## src/rtl/mem_access_unit.sv

```systemverilog
// MEM-stage load/store unit: drives a req/gnt/rvalid data port, packs store lanes, extends load data.
// Latency: misaligned 1 cycle, store >= 2, load >= 3; stall holds the pipeline while an access is in flight.
module mem_access_unit #(
    parameter int unsigned TIMEOUT = 0,
    parameter int unsigned CNT_W   = 8
) (
    input  logic        clk,
    input  logic        rst_n,
    input  logic        op_valid,
    input  logic        op_store,
    input  logic [1:0]  op_size,
    input  logic        op_unsigned,
    input  logic [31:0] op_addr,
    input  logic [31:0] op_wdata,
    output logic        stall,
    output logic        done,
    output logic [31:0] ld_data,
    output logic        exc_misalign,
    output logic        exc_bus,
    output logic        mem_req,
    output logic        mem_we,
    output logic [31:0] mem_addr,
    output logic [3:0]  mem_be,
    output logic [31:0] mem_wdata,
    input  logic        mem_gnt,
    input  logic        mem_rvalid,
    input  logic [31:0] mem_rdata
);

    localparam logic [1:0] S_IDLE = 2'd0;
    localparam logic [1:0] S_REQ  = 2'd1;
    localparam logic [1:0] S_RESP = 2'd2;
    localparam logic [1:0] S_DONE = 2'd3;

    localparam logic [CNT_W-1:0] WD_LAST = CNT_W'((TIMEOUT == 0) ? 0 : TIMEOUT - 1);

    logic [1:0]       state_q, state_d;
    logic [CNT_W-1:0] cnt_q, cnt_d;
    logic [1:0]       size_q, size_d;
    logic             uns_q, uns_d;
    logic [1:0]       lane_q, lane_d;
    logic             req_q, req_d;
    logic             we_q, we_d;
    logic [31:0]      addr_q, addr_d;
    logic [3:0]       be_q, be_d;
    logic [31:0]      wdata_q, wdata_d;
    logic [31:0]      ld_q, ld_d;
    logic             done_q, done_d;
    logic             mis_q, mis_d;
    logic             bus_q, bus_d;

    logic        is_half, is_word, misalign, wd_expire;
    logic [3:0]  be_c;
    logic [31:0] wdata_c;
    logic [7:0]  rb;
    logic [15:0] rh;
    logic [31:0] ext_c;

    // size 3 falls into the word case through op_size[1]
    assign is_half  = (op_size == 2'd1);
    assign is_word  = op_size[1];
    assign misalign = (is_half && op_addr[0]) || (is_word && (op_addr[1:0] != 2'b00));
    assign wd_expire = (TIMEOUT != 0) && (cnt_q == WD_LAST);

    always_comb begin
        be_c    = 4'b0001 << op_addr[1:0];
        wdata_c = {4{op_wdata[7:0]}};
        if (is_word) begin
            be_c    = 4'b1111;
            wdata_c = op_wdata;
        end else if (is_half) begin
            be_c    = op_addr[1] ? 4'b1100 : 4'b0011;
            wdata_c = {2{op_wdata[15:0]}};
        end
    end

    always_comb begin
        case (lane_q)
            2'd0:    rb = mem_rdata[7:0];
            2'd1:    rb = mem_rdata[15:8];
            2'd2:    rb = mem_rdata[23:16];
            default: rb = mem_rdata[31:24];
        endcase
        rh = lane_q[1] ? mem_rdata[31:16] : mem_rdata[15:0];
        if (size_q[1])
            ext_c = mem_rdata;
        else if (size_q == 2'd1)
            ext_c = {(uns_q ? 16'h0000 : {16{rh[15]}}), rh};
        else
            ext_c = {(uns_q ? 24'h000000 : {24{rb[7]}}), rb};
    end

    always_comb begin
        state_d = state_q;
        cnt_d   = cnt_q;
        size_d  = size_q;
        uns_d   = uns_q;
        lane_d  = lane_q;
        we_d    = we_q;
        addr_d  = addr_q;
        be_d    = be_q;
        wdata_d = wdata_q;
        ld_d    = ld_q;
        mis_d   = 1'b0;
        bus_d   = 1'b0;
        case (state_q)
            S_IDLE: begin
                if (op_valid) begin
                    if (misalign) begin
                        state_d = S_DONE;
                        mis_d   = 1'b1;
                    end else begin
                        state_d = S_REQ;
                        cnt_d   = '0;
                        addr_d  = {op_addr[31:2], 2'b00};
                        we_d    = op_store;
                        be_d    = be_c;
                        wdata_d = wdata_c;
                        size_d  = op_size;
                        uns_d   = op_unsigned;
                        lane_d  = op_addr[1:0];
                    end
                end
            end
            S_REQ: begin
                cnt_d = cnt_q + CNT_W'(1);
                // a grant in the expiry cycle still completes the access
                if (mem_gnt) begin
                    state_d = we_q ? S_DONE : S_RESP;
                end else if (wd_expire) begin
                    state_d = S_DONE;
                    bus_d   = 1'b1;
                end
            end
            S_RESP: begin
                cnt_d = cnt_q + CNT_W'(1);
                if (mem_rvalid) begin
                    state_d = S_DONE;
                    ld_d    = ext_c;
                end else if (wd_expire) begin
                    state_d = S_DONE;
                    bus_d   = 1'b1;
                end
            end
            default: state_d = S_IDLE;
        endcase
        req_d  = (state_d == S_REQ);
        done_d = (state_d == S_DONE);
    end

    always_ff @(posedge clk or negedge rst_n) begin
        if (!rst_n) begin
            state_q <= S_IDLE;
            cnt_q   <= '0;
            size_q  <= 2'd0;
            uns_q   <= 1'b0;
            lane_q  <= 2'd0;
            req_q   <= 1'b0;
            we_q    <= 1'b0;
            addr_q  <= 32'h0;
            be_q    <= 4'h0;
            wdata_q <= 32'h0;
            ld_q    <= 32'h0;
            done_q  <= 1'b0;
            mis_q   <= 1'b0;
            bus_q   <= 1'b0;
        end else begin
            state_q <= state_d;
            cnt_q   <= cnt_d;
            size_q  <= size_d;
            uns_q   <= uns_d;
            lane_q  <= lane_d;
            req_q   <= req_d;
            we_q    <= we_d;
            addr_q  <= addr_d;
            be_q    <= be_d;
            wdata_q <= wdata_d;
            ld_q    <= ld_d;
            done_q  <= done_d;
            mis_q   <= mis_d;
            bus_q   <= bus_d;
        end
    end

    assign stall        = ((state_q == S_IDLE) && op_valid) || (state_q == S_REQ) || (state_q == S_RESP);
    assign done         = done_q;
    assign ld_data      = ld_q;
    assign exc_misalign = mis_q;
    assign exc_bus      = bus_q;
    assign mem_req      = req_q;
    assign mem_we       = we_q;
    assign mem_addr     = addr_q;
    assign mem_be       = be_q;
    assign mem_wdata    = wdata_q;

endmodule
```

## config.mk

```make
export PLATFORM = sky130hd
export DESIGN_NAME = mem_access_unit
export DESIGN_NICKNAME = d
export VERILOG_FILES = /design/src/rtl/mem_access_unit.sv
export SDC_FILE = /design/constraint.sdc
export NUM_CORES = 1
export LEC_CHECK = 0
export ABC_AREA = 1
export CAP_MARGIN = 5
export CORE_UTILIZATION = 30
export DETAILED_ROUTE_END_ITERATION = 8
export GPL_ROUTABILITY_DRIVEN = 0
export GPL_TIMING_DRIVEN = 0
export PLACE_DENSITY = 0.64
export SLEW_MARGIN = 10
export SYNTH_ARGS = -nofsm -noshare
export SYNTH_HDL_FRONTEND = slang
export SYNTH_SLANG_ARGS = --single-unit
```

## constraint.sdc

```tcl
create_clock -name clk -period 2.1 [get_ports clk]
set_clock_uncertainty 0.05 [all_clocks]
set_input_delay 0.42 -clock clk [delete_from_list [all_inputs] [get_ports clk]]
set_output_delay 0.42 -clock clk [all_outputs]
set_load 0.05 [all_outputs]
```

---- Yosys cells after proc, flatten, opt, wreduce, memory -nomap -nowiden ----
Cells that the tools add are included.
storage, ports and cells
  bits in registers ....................... 109
  bits of input ports ..................... 105
  output and inout bits ................... 106
  word-level logic and storage cells ...... 53
operators by class
  equality and inequality tests ........... 8
  shifts and indexed selects .............. 1
  muxes and demuxes ....................... 20
  bitwise gates (word level) .............. 1
  reduce and logical (&&, ||, !) cells .... 11
operators with widths
  operator                                         count
  2-to-1 mux 32 bit                                4
  2-to-1 mux 16 bit                                2
  2-to-1 mux 24 bit                                1
  one-hot mux 8 bit (3 select lines)               1
  2-to-1 mux 4 bit                                 3
  == test 2 x 1 -> 1 bit, second input constant    5
  2-to-1 mux 2 bit                                 4
  == test 2 bit, second input constant             3
  one-hot mux 2 bit (3 select lines)               1
  zero test 2 bit                                  2
  2-to-1 mux 1 bit                                 4
  << shifter 1 x 2 -> 4 bit, first input constant  1
  logical AND 1 bit                                3
  logical OR 1 bit                                 3
  AND reduction 3 bit                              1
  AND reduction 2 bit                              1
  nonzero test 2 bit                               1
  NOT 1 bit                                        1

---- Longest topological paths before layout ----
Gate-level depths: netlist of the first run.
  depth after elaboration ................. 7
  mapped depth ............................ 10

---- Least setup slack after synthesis of the first run ----
Ideal clock, no wire load.
  kind .................................... reg2out
  from .................................... reg state_q[1]
  to ...................................... out stall
  data arrival time ....................... 928 ps
  required time ........................... 1630 ps
  slack ................................... 702 ps
  cell stages (with the launch flop) ...... 4
  path through ............................ dfrtp_1 -> inv_1 -> nand3_1 -> nand3_1
on the way
  cells in the longest elaborated chain, start to end .. 4
  elaborated cells between the ends (all ways) .. 6
  those cells by class .................... eq/ne (2); reduce/logical (4)
RTL lines
  element                 RTL line  source
  from (decl)             37        logic [1:0] state_q, state_d;
  from (signal assigned)  168       state_q <= state_d;
  zero test 2 bit         --
  logical AND 1 bit       185       assign stall = ((state_q == S_IDLE) && op_valid) || (state_q == S_REQ) || (state_q == S_RESP);
  logical OR 1 bit        185
  logical OR 1 bit (*)    185
  to (decl)               15        output logic stall,
Every way passes the cells marked *; elsewhere a longest branch is shown, timed or not.

---- Worst setup path in the final report of the first run ----
  from .................................... reg we_q (netlist: mem_we)
  to ...................................... out mem_we
RTL lines
  element                 RTL line  source
  from (decl)             43        logic we_q, we_d;
  from (signal assigned)  174       we_q <= we_d;
  to (decl)               21        output logic mem_we,
No word-level cell between the ends.

==> impl_metrics.ini, run 1 <==
[hold_path]
timing.hold.worst.class = flip-flop to flip-flop
min_delay_path_depth = 2

[clocking]
clk_latency_ps = 350
cts_setup_buffers = 0
path_clk_slew_ps = 70
cts-htree-levels = 3
clockBufferDepth = 2
tritoncts = built
clockRootBuffer = sky130_fd_sc_hd__clkbuf_16
numCtsBuffers = 9
clock-sinks = 109

[global_routing]
remaining_global_route_overflow = 0
first_global_vias = 4939
initial_antenna_violation_count = 0
gr-usage-all-layers_pct = 18.8
pin_count_of_the_biggest_net_entering_global_routing = 83
first_pass_grt_wire_length_mm = 25.9

[setup_path]
timing.critical_path.to_type = primary output
cp.required_ps = 1630
r2r_slack_ps = 470
crit_type = flip-flop to primary output
worst-path-stages = 1
timing.critical_path.max_delay_family = buffers and inverters
reg2regPathDepth = 7
worst_path_max_delay_cell = sky130_fd_sc_hd__clkdlybuf4s50_1
critical_path_buf_inv_count = 1
crit_path_cell_trace = clkdlybuf4s50_1
critical_path_arrival_ps = 1580
setup.worst_path.start_class = flip-flop
crit_path_max_incr_delay_ps = 850
critical_path.max_fanout = 3

[finish]
fin_util_pct = 47.0
fin_area_sq_um = 7860
register_area_sq_um = 2730
multi_input_gate_area_sq_um = 2000
drive_gt1_share_pct = 9.25
fillCellCount = 1645
area_growth_from_synthesis_to_layout_pct = 52.3
nets = 966
layout.cells.most_common = sky130_fd_sc_hd__nand2_1
most-common-layout-cells = sky130_fd_sc_hd__nand2_1, sky130_fd_sc_hd__clkdlybuf4s50_1, sky130_fd_sc_hd__dfrtp_1
insertedDiodeCount = 0

[route]
detailedRoute.firstPassIterationCount = 4
antenna_violating_nets_remaining = 0
drt_drc_violations_left = 0
post_route_wl_mm = 16.2
dr.first_iter.drc_count = 225
wire_per_inst_um = 14.9
post_drt_via_cell_ratio = 4.55
detailroute.via_count = 4937

[synthesis]
postSynthAreaPerCell_sq_um = 8.07
dominantRegCellSynth = sky130_fd_sc_hd__dfrtp_1
synth-async-reset-ratio_pct = 100
yosys_warns = 0
synth_top_cells_by_area = sky130_fd_sc_hd__dfrtp_1, sky130_fd_sc_hd__nand2_1, sky130_fd_sc_hd__o21ai_0
synth_largest_type_area_fraction_pct = 52.9
number_of_enable_flip_flop_cells_after_synthesis = 0
synthDominantAreaCellType = sky130_fd_sc_hd__dfrtp_1
synth_sequential_area_ratio_pct = 52.9
synthesis.instances = 639
netlist-cell-type-count = 27
yosys_register_bits = 109
post_synthesis_instance_area_sq_um = 5160

[timing]
rsz0062_at_grt = no
timing.fmax_mhz = 487
timing_max_transition_violations_final = 0
whs_ps = 433
setup_viol_count_final = 0
timing.slew.headroom_pct = 62.2
final.setup.tns_ps = 0
worstMarginPinSlew_ps = 565
post-route-period-util_pct = 97.8
min_period_ps = 2050
timing_hold_violations_final = 0

[floorplanning]
core_region_area_sq_um = 16700
floorplan.io_pins = 211
initial_core_util_pct = 30.9
chipHeight_um = 133
row_count = 47
die_x_extent_um = 133
floorplan.die_area_sq_um = 17700

[power_and_ir_drop]
max_ir_drop_vdd_mv = 0.930
p_leak_uw = 0.00374
pwr_density_cell_nw_per_um2 = 1750

[flow_run]
max_cap_viol_count = 0

[place]
detailed_place_hpwl_mm = 12.2
numPortBuffers = 207
placed_area_sq_um = 7540

[run_status]
run_status = completed
==> worst paths after layout <==
check                                    from            end
max in group asynchronous               rst_n    ld_data[29]
min in group asynchronous               rst_n    ld_data[12]
worst min register to register  mem_wdata[11]  mem_wdata[11]
worst min-delay path            mem_wdata[11]  mem_wdata[11]
worst max-delay path                   mem_we         mem_we
worst max register to register     state_q[0]     ld_data[8]
==> registers in the layout (all words and copies together), names as in the netlist <==
signal / flops
done: 1
ld_data: 32
state_q: 2
mem_addr: 30
lane_q: 2
mem_be: 4
mem_req: 1
mem_wdata: 32
exc_misalign: 1
uns_q: 1
size_q: 2
mem_we: 1
==> final cells by class <==
| cell class | instances | share of cell area (%) |
|---|---|---|
| inverters | 50 | 2.39 |
| plain buffers | 37 | 3.20 |
| well taps | 220 | 3.50 |
| multi-input cells | 445 | 25.4 |
| flip-flops and latches | 109 | 34.7 |
| clock buffers | 11 | 3.22 |
| repair buffers | 209 | 26.8 |
| clock inverters | 4 | 0.717 |
==> power by group <==
part / switching, uW / internal [uW] / total (uW) / leakage, uW
registers: 588 / 3110 / 3690 / 0.00133
logic: 5480 / 2760 / 8240 / 0.00226
clock network: 803 / 994 / 1800 / 0.000152
total: 6870 / 6860 / 13700 / 0.00374
==> synthesized netlist by cell type, drive strengths merged, types with 2 or more instances <==
library cell	count
nand3	23
clkbuf	8
dfrtp	109
buf	29
inv	49
or2	16
o21ai	65
a2bb2oi	8
o211ai	6
a21oi	42
a31oi	2
nand2	237
nor2	40
==> metal layers <==
| metal | wire (um) | up-vias | track usage, % |
|---|---|---|---|
| met4 | 438 | 0 | 7.77 |
| met3 | 1430 | 27 | 5.37 |
| met2 | 7060 | 212 | 28.8 |
| met1 | 7280 | 2234 | 25.0 |
| met5 | 0 | - | 0 |
| li1 | - | 2464 | - |
==> kinds of logic after synthesis <==
| kind of cell | share of synthesized area, % |
|---|---|
| buffers and inverters | 8.51 |
| flip-flops | 52.9 |
| AO/OA/AOI/OAI | 13.1 |
| AND/OR/NAND/NOR | 25.4 |
| other | 0.0727 |
==> timing repair <==
action | in CTS | in global routing
gates resized for setup | 2 | 1
setup endpoints to repair | 1 | 1
hold buffers | 1 | 0
endpoints found under the hold margin | 27 | 0
==> stage by stage <==
stage	std cells	setup WS, ps	power (uW)
finish	1085	45.8	13700
global route	1085	13.3	14500
CTS	1085	14.0	13900
detailed placement	1069	-276	12000
global placement	1068	-3960	11900
floorplan	641	702	9110
(Power assumes the default switching activity.)
==> inputs of run 2 (changes only) <==
Settings changed: PLACE_DENSITY 0.64 to 0.68.
==> run 2 against run 1 <==
- via count rose by 3.1%
- hold slack got worse by 2.7 ps
- combinational power barely moved
- critical path depth did not move
- maximum frequency rose by 1.3%
- count of clock-buffer cells in the layout did not move
- non-clock buffer count did not move
- power fell by 0.18%
- sequential power barely moved
- sequential share of layout area barely moved
- setup slack improved by 25 ps
==> impl_metrics.ini, run 2 (synthesis results as in run 1) <==
[run_status]
run_status = completed

[power_and_ir_drop]
p_seq_share_pct = 27.0
power.switching_uw = 6870
pwr-share-clk_pct = 13.0
max_ir_drop_vdd_mv = 0.981
pwr_density_cell_nw_per_um2 = 1740
p_leak_uw = 0.00375
swShare_pct = 50.1
comb_power_share_pct = 60.1
internal-power_uw = 6830

[clocking]
cts_setup_buffers = 0
clock-sinks = 109
clockRootBuffer = sky130_fd_sc_hd__clkbuf_16
numCtsBuffers = 9
path_clk_slew_ps = 80
tritoncts = built
clk_latency_ps = 350
clockBufferDepth = 2
cts-htree-levels = 3

[setup_path]
timing.critical_path.to_type = primary output
worst_path_max_delay_cell = sky130_fd_sc_hd__clkdlybuf4s50_1
setup.worst_path.start_class = flip-flop
crit_type = flip-flop to primary output
critical_path_arrival_ps = 1560
critical_path_buf_inv_count = 1
critical_path.max_fanout = 2
timing.critical_path.max_delay_family = buffers and inverters
crit_path_max_incr_delay_ps = 820
crit_path_cell_trace = clkdlybuf4s50_1
cp.required_ps = 1630

[floorplanning]
row_count = 47
chipHeight_um = 133
die_x_extent_um = 133
floorplan.die_area_sq_um = 17700
floorplan.io_pins = 211
initial_core_util_pct = 30.9
core_region_area_sq_um = 16700

[finish]
fillCellCount = 1632
most-common-layout-cells = sky130_fd_sc_hd__nand2_1, sky130_fd_sc_hd__clkdlybuf4s50_1, sky130_fd_sc_hd__dfrtp_1
drive_gt1_share_pct = 9.24
layout.cells.most_common = sky130_fd_sc_hd__nand2_1
multi_input_gate_area_sq_um = 2000
register_area_sq_um = 2730
area_growth_from_synthesis_to_layout_pct = 52.3
nets = 966
insertedDiodeCount = 0

[timing]
timing_hold_violations_final = 0
min_period_ps = 2030
worstMarginPinSlew_ps = 565
whs_ps = 430
timing_max_transition_violations_final = 0
timing.final.ws_setup_ps = 71.2
timing.fmax_mhz = 493
rsz0062_at_grt = no
setup_viol_count_final = 0
timing.slew.headroom_pct = 62.2
post-route-period-util_pct = 96.6

[route]
detailedRoute.firstPassIterationCount = 4
wire_per_inst_um = 15.0
dr.first_iter.drc_count = 272
drt_drc_violations_left = 0
antenna_violating_nets_remaining = 0
post_drt_via_cell_ratio = 4.69
detailroute.via_count = 5089
post_route_wl_mm = 16.3

[global_routing]
gr-usage-all-layers_pct = 18.9
pin_count_of_the_biggest_net_entering_global_routing = 76
first_pass_grt_wire_length_mm = 26.0
first_global_vias = 4955
initial_antenna_violation_count = 0
remaining_global_route_overflow = 0

[place]
detailed_place_hpwl_mm = 12.2
pre_cts_slack_ps = -351
numPortBuffers = 207

[hold_path]
timing.hold.worst.class = flip-flop to flip-flop

[flow_run]
max_cap_viol_count = 0
## run 2: cell count changes in the layout (fill, tap and decap cells not counted), sizes merged
cell,delta
clkdlybuf4s15,+1
clkinvlp,+2
clkinv,-1
dlymetal6s2s,+1
clkdlybuf4s50,-1
clkbuf,-1
## run 2: timing repair
item	CTS	global route
pin swaps	0	0
setup endpoints to repair	1	1
resized for setup	3	1
hold buffers	1	0
endpoints found under the hold margin	34	0
## run 2: metal layers
layer | GRT usage (%) | wire, um | share of wire (%)
met1 | 24.8 | 7060 | 43
met2 | 29.3 | 7250 | 44
met3 | 5.63 | 1660 | 10
met4 | 7.32 | 350 | 2.1
met5 | 0 | 0 | 0
## run 2: final timing paths
check | endpoint | depth (start not counted) | startpoint | slack, ps
setup / recovery | mem_addr[31] | 1 | mem_addr[31] | 70
hold / removal | ld_data[5] | 2 | ld_data[5] | 430
setup reg to reg | ld_data[4] | 8 | state_q[0] | 480
hold reg to reg | ld_data[5] | 2 | ld_data[5] | 430
max in group asynchronous | exc_misalign | 3 | rst_n | 850
min in group asynchronous | ld_data[4] | 2 | rst_n | 470
## run 2: worst reg2reg max path: stages, from the launching register on
cell                       delay [ps]
sky130_fd_sc_hd__dfrtp_1          410
sky130_fd_sc_hd__inv_2             70
sky130_fd_sc_hd__nand2_1          110
sky130_fd_sc_hd__nor2_4           220
sky130_fd_sc_hd__inv_1            100
sky130_fd_sc_hd__clkbuf_1         270
sky130_fd_sc_hd__a21oi_1          190
sky130_fd_sc_hd__nand2_1           90
sky130_fd_sc_hd__nand2_1           60
## run 2: metrics by stage
step                      instance area [sq um]  instances  setup TNS (ps)  power (uW)  util (%)
after global routing                       7860       1086               0       14500      47.0
final                                      7860       1086               0       13700      47.0
after global placement                     7510       1068         -423860       11900      45.0
after floorplan                            5170        641               0        9110         -
after detailed placement                   7540       1069            -353       12000      45.2
after CTS                                  7860       1086               0       13800      47.0
## run 2: cell type report
type | instances | area share [%]
Buffer | 37 | 3.20
Clock buffer | 11 | 3.09
Clock inverter | 5 | 0.748
Inverter | 50 | 2.39
Multi-Input combinational cell | 445 | 25.4
Sequential cell | 109 | 34.7
Tap cell | 220 | 3.50
Timing Repair Buffer | 209 | 26.9
## run 2: power by group through the flow
stage	logic [uW]	registers [uW]	clock network, uW
final	8230	3700	1780
after detailed placement	8280	3710	0
after floorplan	2210	6910	0
after global placement	8200	3720	0
after global routing	8800	3820	1890
after CTS	8290	3700	1820
